`src/rtl/data_mem_arbiter_pkg.sv`:
```
// Shared definitions for the data-memory arbiter: FSM state encoding and
// requester identifiers, reused by the grant picker and the sequencer.
package data_mem_arbiter_pkg;

  // Sequencer states: one IDLE decision cycle, one strobe cycle, one done cycle.
  typedef enum logic [1:0] {
    ST_IDLE   = 2'd0,
    ST_ACCESS = 2'd1,
    ST_DONE   = 2'd2
  } arb_state_e;

  // Requester identifiers as stored in the grant / last-grant registers.
  localparam logic REQ0 = 1'b0;
  localparam logic REQ1 = 1'b1;

endpackage

```
`src/rtl/data_mem_arbiter_rr_pick2.sv`:
```
// Two-way grant picker. Purely combinational: a lone requester always wins;
// on a tie either requester 0 wins (fixed priority) or the requester that
// was not served last wins (round-robin).
module rr_pick2
  import data_mem_arbiter_pkg::*;
(
  input  logic [1:0] req,
  input  logic       last_grant,
  input  logic       fixed_prio,
  output logic       grant_valid,
  output logic       grant_id
);

  // Decode the request pair into a single grant.
  always_comb begin
    grant_valid = 1'b0;
    grant_id    = REQ0;
    case (req)
      2'b01: begin
        grant_valid = 1'b1;
        grant_id    = REQ0;
      end
      2'b10: begin
        grant_valid = 1'b1;
        grant_id    = REQ1;
      end
      2'b11: begin
        grant_valid = 1'b1;
        if (fixed_prio) begin
          grant_id = REQ0;
        end else begin
          grant_id = ~last_grant;
        end
      end
      default: begin
        grant_valid = 1'b0;
        grant_id    = REQ0;
      end
    endcase
  end

endmodule

```
`src/rtl/data_mem_arbiter.sv`:
```
// Two-requester arbiter/sequencer in front of the shared data memory.
// One request is accepted at a time; the memory strobe is driven for exactly
// one cycle, read data is returned with a one-cycle done pulse. Every output
// comes straight from a register.
module data_mem_arbiter
  import data_mem_arbiter_pkg::*;
#(
  parameter int ADDR_W     = 32,
  parameter int DATA_W     = 32,
  parameter int FIXED_PRIO = 0
) (
  input  logic              clk,
  input  logic              rst,
  input  logic              r0_req,
  input  logic              r0_we,
  input  logic [ADDR_W-1:0] r0_addr,
  input  logic [DATA_W-1:0] r0_wdata,
  output logic [DATA_W-1:0] r0_rdata,
  output logic              r0_done,
  input  logic              r1_req,
  input  logic              r1_we,
  input  logic [ADDR_W-1:0] r1_addr,
  input  logic [DATA_W-1:0] r1_wdata,
  output logic [DATA_W-1:0] r1_rdata,
  output logic              r1_done,
  output logic [ADDR_W-1:0] mem_addr,
  output logic [DATA_W-1:0] mem_wdata,
  output logic              mem_MemWrite,
  output logic              mem_MemRead,
  input  logic [DATA_W-1:0] mem_rdata,
  output logic              busy
);

  localparam logic FIXED_PRIO_L = (FIXED_PRIO != 0);

  arb_state_e        state_r,      state_nxt_s;
  logic              grant_r,      grant_nxt_s;
  logic              last_grant_r, last_grant_nxt_s;
  logic [ADDR_W-1:0] addr_r,       addr_nxt_s;
  logic [DATA_W-1:0] wdata_r,      wdata_nxt_s;
  logic              mem_we_r,     mem_we_nxt_s;
  logic              mem_re_r,     mem_re_nxt_s;
  logic [DATA_W-1:0] r0_rdata_r,   r0_rdata_nxt_s;
  logic [DATA_W-1:0] r1_rdata_r,   r1_rdata_nxt_s;
  logic              r0_done_r,    r0_done_nxt_s;
  logic              r1_done_r,    r1_done_nxt_s;
  logic              busy_r,       busy_nxt_s;

  logic              grant_valid_s;
  logic              grant_id_s;

  rr_pick2 u_pick (
    .req         ({r1_req, r0_req}),
    .last_grant  (last_grant_r),
    .fixed_prio  (FIXED_PRIO_L),
    .grant_valid (grant_valid_s),
    .grant_id    (grant_id_s)
  );

  // Next-state and next-output logic for the IDLE -> ACCESS -> DONE sequence.
  always_comb begin
    state_nxt_s      = state_r;
    grant_nxt_s      = grant_r;
    last_grant_nxt_s = last_grant_r;
    addr_nxt_s       = addr_r;
    wdata_nxt_s      = wdata_r;
    mem_we_nxt_s     = 1'b0;
    mem_re_nxt_s     = 1'b0;
    r0_rdata_nxt_s   = r0_rdata_r;
    r1_rdata_nxt_s   = r1_rdata_r;
    r0_done_nxt_s    = 1'b0;
    r1_done_nxt_s    = 1'b0;
    case (state_r)
      ST_IDLE: begin
        if (grant_valid_s) begin
          grant_nxt_s = grant_id_s;
          if (grant_id_s == REQ1) begin
            addr_nxt_s   = r1_addr;
            wdata_nxt_s  = r1_wdata;
            mem_we_nxt_s = r1_we;
            mem_re_nxt_s = ~r1_we;
          end else begin
            addr_nxt_s   = r0_addr;
            wdata_nxt_s  = r0_wdata;
            mem_we_nxt_s = r0_we;
            mem_re_nxt_s = ~r0_we;
          end
          state_nxt_s = ST_ACCESS;
        end else begin
          state_nxt_s = ST_IDLE;
        end
      end
      ST_ACCESS: begin
        // Memory read data is combinational, so it is valid in this cycle.
        if (grant_r == REQ1) begin
          r1_done_nxt_s = 1'b1;
          if (mem_re_r) begin
            r1_rdata_nxt_s = mem_rdata;
          end else begin
            r1_rdata_nxt_s = r1_rdata_r;
          end
        end else begin
          r0_done_nxt_s = 1'b1;
          if (mem_re_r) begin
            r0_rdata_nxt_s = mem_rdata;
          end else begin
            r0_rdata_nxt_s = r0_rdata_r;
          end
        end
        state_nxt_s = ST_DONE;
      end
      ST_DONE: begin
        // Requests are ignored here so the requester can retire its request.
        last_grant_nxt_s = grant_r;
        state_nxt_s      = ST_IDLE;
      end
      default: begin
        state_nxt_s = ST_IDLE;
      end
    endcase
    busy_nxt_s = (state_nxt_s != ST_IDLE);
  end

  // State and output registers with synchronous reset.
  always_ff @(posedge clk) begin
    if (rst) begin
      state_r      <= ST_IDLE;
      grant_r      <= REQ0;
      last_grant_r <= REQ1;
      addr_r       <= {ADDR_W{1'b0}};
      wdata_r      <= {DATA_W{1'b0}};
      mem_we_r     <= 1'b0;
      mem_re_r     <= 1'b0;
      r0_rdata_r   <= {DATA_W{1'b0}};
      r1_rdata_r   <= {DATA_W{1'b0}};
      r0_done_r    <= 1'b0;
      r1_done_r    <= 1'b0;
      busy_r       <= 1'b0;
    end else begin
      state_r      <= state_nxt_s;
      grant_r      <= grant_nxt_s;
      last_grant_r <= last_grant_nxt_s;
      addr_r       <= addr_nxt_s;
      wdata_r      <= wdata_nxt_s;
      mem_we_r     <= mem_we_nxt_s;
      mem_re_r     <= mem_re_nxt_s;
      r0_rdata_r   <= r0_rdata_nxt_s;
      r1_rdata_r   <= r1_rdata_nxt_s;
      r0_done_r    <= r0_done_nxt_s;
      r1_done_r    <= r1_done_nxt_s;
      busy_r       <= busy_nxt_s;
    end
  end

  assign mem_addr     = addr_r;
  assign mem_wdata    = wdata_r;
  assign mem_MemWrite = mem_we_r;
  assign mem_MemRead  = mem_re_r;
  assign r0_rdata     = r0_rdata_r;
  assign r1_rdata     = r1_rdata_r;
  assign r0_done      = r0_done_r;
  assign r1_done      = r1_done_r;
  assign busy         = busy_r;

endmodule

```
`config.mk`:
```
export PLATFORM = sky130hd
export DESIGN_NAME = data_mem_arbiter
export DESIGN_NICKNAME = d
export VERILOG_FILES = /design/src/rtl/data_mem_arbiter_pkg.sv /design/src/rtl/data_mem_arbiter_rr_pick2.sv /design/src/rtl/data_mem_arbiter.sv
export SDC_FILE = /design/constraint.sdc
export NUM_CORES = 1
export LEC_CHECK = 0
export BUFFER_PORTS_ARGS = -buffer_cell sky130_fd_sc_hd__buf_2
export CORE_AREA = 2 2 114 116
export CTS_BUF_LIST = sky130_fd_sc_hd__clkbuf_4 sky130_fd_sc_hd__clkbuf_8
export CTS_CLUSTER_DIAMETER = 120
export DETAILED_ROUTE_END_ITERATION = 16
export DIE_AREA = 0 0 116 118
export PLACE_DENSITY_LB_ADDON = 0.1
export RECOVER_POWER = 25
export SYNTH_ARGS = -nofsm -noshare
export SYNTH_HDL_FRONTEND = slang
export SYNTH_SLANG_ARGS = --single-unit
```
`constraint.sdc`:
```
create_clock -name clk -period 1.7 [get_ports clk]
set_input_delay 0.17 -clock clk [delete_from_list [all_inputs] [get_ports clk]]
set_output_delay 0.17 -clock clk [all_outputs]
set_load 0.03 [all_outputs]
```
== Word-level counts from Yosys, hierarchy flattened ==
Index checks and enable logic that the tools add are counted.
Word-level totals
  latch bits: 0
  input bits: 166
  memory bits (read-only): 0
  register bits after elaboration: 137
  logic and storage cells: 42
  output and inout bits: 133
  bits in writable memories: 0
  memories kept: 0
Operators by class
  multipliers: 0
  order comparisons: 0
  div/mod/pow operators: 0
  eq/ne operators: 5
  add/subtract/negate cells: 0
  multiplexer cells: 10
  shifts and indexed selects: 0
  reductions and logical operators: 8
  bitwise logic cells: 7
Operators by type and width (number)
  $mux W32: 2
  $not A1 Y1: 7
  $eq A2 B2 Y1 const B: 3
  $mux W1: 6
  $reduce_and A3 Y1: 2
  $reduce_or A3 Y1: 2
  $eq A2 B1 Y1 const B: 2
  $pmux W2 S2: 1
  $logic_not A2 Y1: 1
  $pmux W1 S2: 1
  $reduce_and A2 Y1: 1
  $reduce_bool A2 Y1: 1
  $reduce_or A2 Y1: 1

== Longest topological paths before layout ==
  depth after elaboration: 6
  depth in mapped cells: 6
  mapped depth without buffers: 3

== Hierarchy ==
A second synthesis with hierarchy kept.
Unflattened totals
  cells, all modules: 560
  area, all modules: 5795.6 um^2
Modules (own cells, without submodules)
  data_mem_arbiter: times used 1, cells an instance 557, sequential area each 2742.6 um^2, area each 5778.0 um^2
  rr_pick2: times used 1, cells an instance 3, sequential area each 0.0 um^2, area each 17.5 um^2

== Worst setup path before layout ==
Ideal clock, no wire load.
  path type: register to register
  from: reg mem_re_r, in the netlist mem_MemRead
  to: reg r0_rdata_r[22], in the netlist r0_rdata[22]
  required time: 1.630 ns
  clock period less this slack: 1.409 ns
  data arrival time: 1.339 ns
  setup time: 0.070 ns
  setup slack: 0.291 ns
  cell stages (with the launch flop): 6
  buffers on the path: 2
  path through: dfxtp_1 > nor4bb_1 > clkbuf_1 > buf_2 > nand2_1 > a21oi_1
On the way
  word-level cells in the longest chain between the ends: 1
RTL lines
  from (decl): RTL line data_mem_arbiter.sv:42  | logic mem_re_r, mem_re_nxt_s;
  from (signal assigned): RTL line data_mem_arbiter.sv:146  | mem_re_r <= mem_re_nxt_s;
  $reduce_and A3 Y1 (no line)
  to (signal assigned): RTL line data_mem_arbiter.sv:134  | r0_rdata_r <= {DATA_W{1'b0}};
  to (signal assigned): RTL line data_mem_arbiter.sv:147  | r0_rdata_r <= r0_rdata_nxt_s;
  to (decl): RTL line data_mem_arbiter.sv:43  | logic [DATA_W-1:0] r0_rdata_r, r0_rdata_nxt_s;
Every way passes these cells.
A chain may end at the register's enable or synchronous reset.

== Final worst setup path ==
  from: reg last_grant_r
  to: reg addr_r[5], in the netlist mem_addr[5]
On the way
  word-level cells in the longest chain between the ends: 3
RTL lines
  from (decl): RTL line data_mem_arbiter.sv:38  | logic last_grant_r, last_grant_nxt_s;
  from (signal assigned): RTL line data_mem_arbiter.sv:142  | last_grant_r <= last_grant_nxt_s;
  $not A1 Y1: RTL line data_mem_arbiter_rr_pick2.sv:32  | grant_id = ~last_grant;
  $pmux W1 S2: RTL line data_mem_arbiter_rr_pick2.sv:18  | case (req)
  $mux W32: RTL line data_mem_arbiter.sv:77  | if (grant_id_s == REQ1) begin
  to (signal assigned): RTL line data_mem_arbiter.sv:130  | addr_r <= {ADDR_W{1'b0}};
  to (signal assigned): RTL line data_mem_arbiter.sv:143  | addr_r <= addr_nxt_s;
  to (decl): RTL line data_mem_arbiter.sv:39  | logic [ADDR_W-1:0] addr_r, addr_nxt_s;
Every way passes these cells.

==> out/metrics.cfg <==
[setup_path]
cp.required_ps=2020
crit_type=flop to flop
worst_ep_arrival_time_ps=1860
crit_start=last_grant_r
start_kind=flop
critPathMaxFanout=25
r2r_start=last_grant_r
setup.worst_path.end_class=flop

[sta]
fin_hold_ws_ps=31.2
max_slew.worst_pin.slew_ps=631
setup_viol_count_final=0
fin_crit_sh_pct=90.5
tns_ps=0
drv_slew=0
relSlewSlack_pct=58.0
hold_violations=0
rsz0062_at_grt=no
skew_ps=5.82
clock.fmax_mhz=650
fin_crit_ps=1540
setup_ws_ps=162

[synthesis]
synthTopCellsByArea=dfxtp_1, nand2_1, a311oi_2
yosysUniqueCellTypes=28
synth_area_um2=5780
ys_seq_elements=137
synth_top_cell_area_share_pct=47.4
ys.flop_type=dfxtp_1
yosys-top-cells-count=nand2_1, dfxtp_1, a21oi_1
synth-edff-count=0
yosysWarnings=0
ys_async_sr_fraction_pct=0
ys_seq_area_share_pct=47.4
synth.avg_cell_area_um2=8.54
syn_nets=843
syn_inst=677
yosysTopAreaCell=dfxtp_1
synth.most_common_cell=nand2_1

[floorplan]
ioPinCount=299
dieArea_um2=13700
core_area_um2=12400
die_w_um=116
die-height_um=118
start_util_pct=46.6
rows=41

[final_layout]
nFillCells=996
drive_gt1_share_pct=33.2
seqCellArea_um2=2740
final_nets=1218
final_core_util_pct=71.2
multi_input_area_um2=2740
area_delta_synth_final_pct=52.7
num_antenna_cells=0

[grt]
grt_max_degree=59
grt_usage_pct=28.4
grt_pass1_wl_um=30900
grt_pass1_vias=6516
grt_antenna_before_repair=0
grt_remaining_overflow=0

[clock_network]
h-tree-depth=4
cts_resized=0
clkTransAtPathRegs_ps=80
clockBufferDepth=2
numCtsBuffers=17
hold_buffers=103
clkLatencyLatePin_ps=440
clock_sinks=137
postCtsSetupBuffers=0
cts_tree=yes
cts_root_buf=clkbuf_8

[power_and_ir_drop]
combPwrFrac_pct=23.0
p_seq_share_pct=42.1
powerDensity_nw_per_um2=953
power_switching_mw=2.50
ir_drop_v=0.000482
power_switching_share_pct=29.7
clkPwrFrac_pct=35.0
p_leak_nw=3.71
p_int_mw=5.92

[route]
viasPerCell=5.33
routed_wirelength_um=20000
post_drt_wl_per_cell_um=16.2
drtIter0Drc=466
drt_pass1_iterations=5
remaining_drc_errors=0
dr_total_vias=6583
detail-route-antenna-nets=0

[hold_path]
hold_start=r1_wdata[14]
min_path_type=input port to flop

[run]
max_cap_viol_count=0

[outcome]
status=complete, no violations

[place]
dpl.hpwl_um=12600
pre_cts_ws_ps=193
gp_congestion=0.796
io_buffers=298

==> area by class of cell <==
class                   instances  share of cell area, %
flip-flops and latches        137                   31.0
multi-input cells             473                   31.0
repair buffers                422                   30.5
clock buffers                  23                   3.37
well taps                     172                   2.44
clock inverters                 8                   1.61
inverters                       1                 0.0425
==> final timing paths <==
check                   to  slack, ps  depth (start not counted)
max            mem_addr[5]        160                          4
min          mem_wdata[14]         30                          3
max reg2reg    mem_addr[5]        160                          4
min reg2reg    r1_rdata[3]        450                          2
==> power by group through the flow <==
stage / clock, mW / combinational [mW] / sequential, mW
final: 2.94 / 1.93 / 3.54
after global routing: 3.14 / 2.05 / 3.56
after CTS: 3.00 / 1.92 / 3.54
after detailed placement: 0 / 1.74 / 3.61
after global placement: 0 / 1.71 / 3.60
after floorplan: 0 / 0.768 / 3.98
==> state kept, by name, summed over array words and instances, names as in the netlist <==
name,count
mem_addr,32
mem_wdata,32
r0_rdata,32
r1_rdata,32
state_r,2
busy,1
grant_r,1
last_grant_r,1
mem_MemRead,1
mem_MemWrite,1
r0_done,1
r1_done,1
==> kinds of logic after synthesis <==
| logic type | count (synthesis) | synth area share, % |
|---|---|---|
| AO/OA/AOI/OAI | 198 | 28.1 |
| buffers and inverters | 67 | 5.78 |
| flip-flops | 137 | 47.4 |
| multiplexers | 1 | 0.173 |
| AND/OR/NAND/NOR | 274 | 18.6 |
==> metal layers <==
metal  share of wire, %  vias up  GRT usage (%)
li1                   -     3072              -
met1                 38     3097           31.5
met2                 51      340           49.7
met3                7.2       74           7.00
met4                4.0        0           14.3
met5                  0        -              0
==> cells in the final DEF, fill, tap and decap left out, types with 2 or more instances in the layout <==
master,count
nor2b_1,2
a311oi_2,60
dfxtp_1,137
bufinv_16,4
buf_4,15
clkbuf_1,64
buf_12,7
buf_2,233
a21oi_1,129
a311oi_1,4
dlygate4sd3_1,103
nor2_1,3
a21bo_2,2
nand2_1,258
clkinv_2,3
clkbuf_4,3
clkbuf_8,20
==> metrics by stage <==
stage	instances	cell area [um2]	power [mW]
floorplan	677	5780	4.75
global placement	1102	7440	5.31
detailed placement	1102	7440	5.35
CTS	1236	8910	8.47
global route	1236	8830	8.75
finish	1236	8830	8.42
==> critical path, stage by stage (launching register included) <==
cell and delay, ps:
dfxtp_1 410, a21bo_2 220, buf_4 300, nand2_1 130
a311oi_1 360
Power figures use the tool's default switching activity.
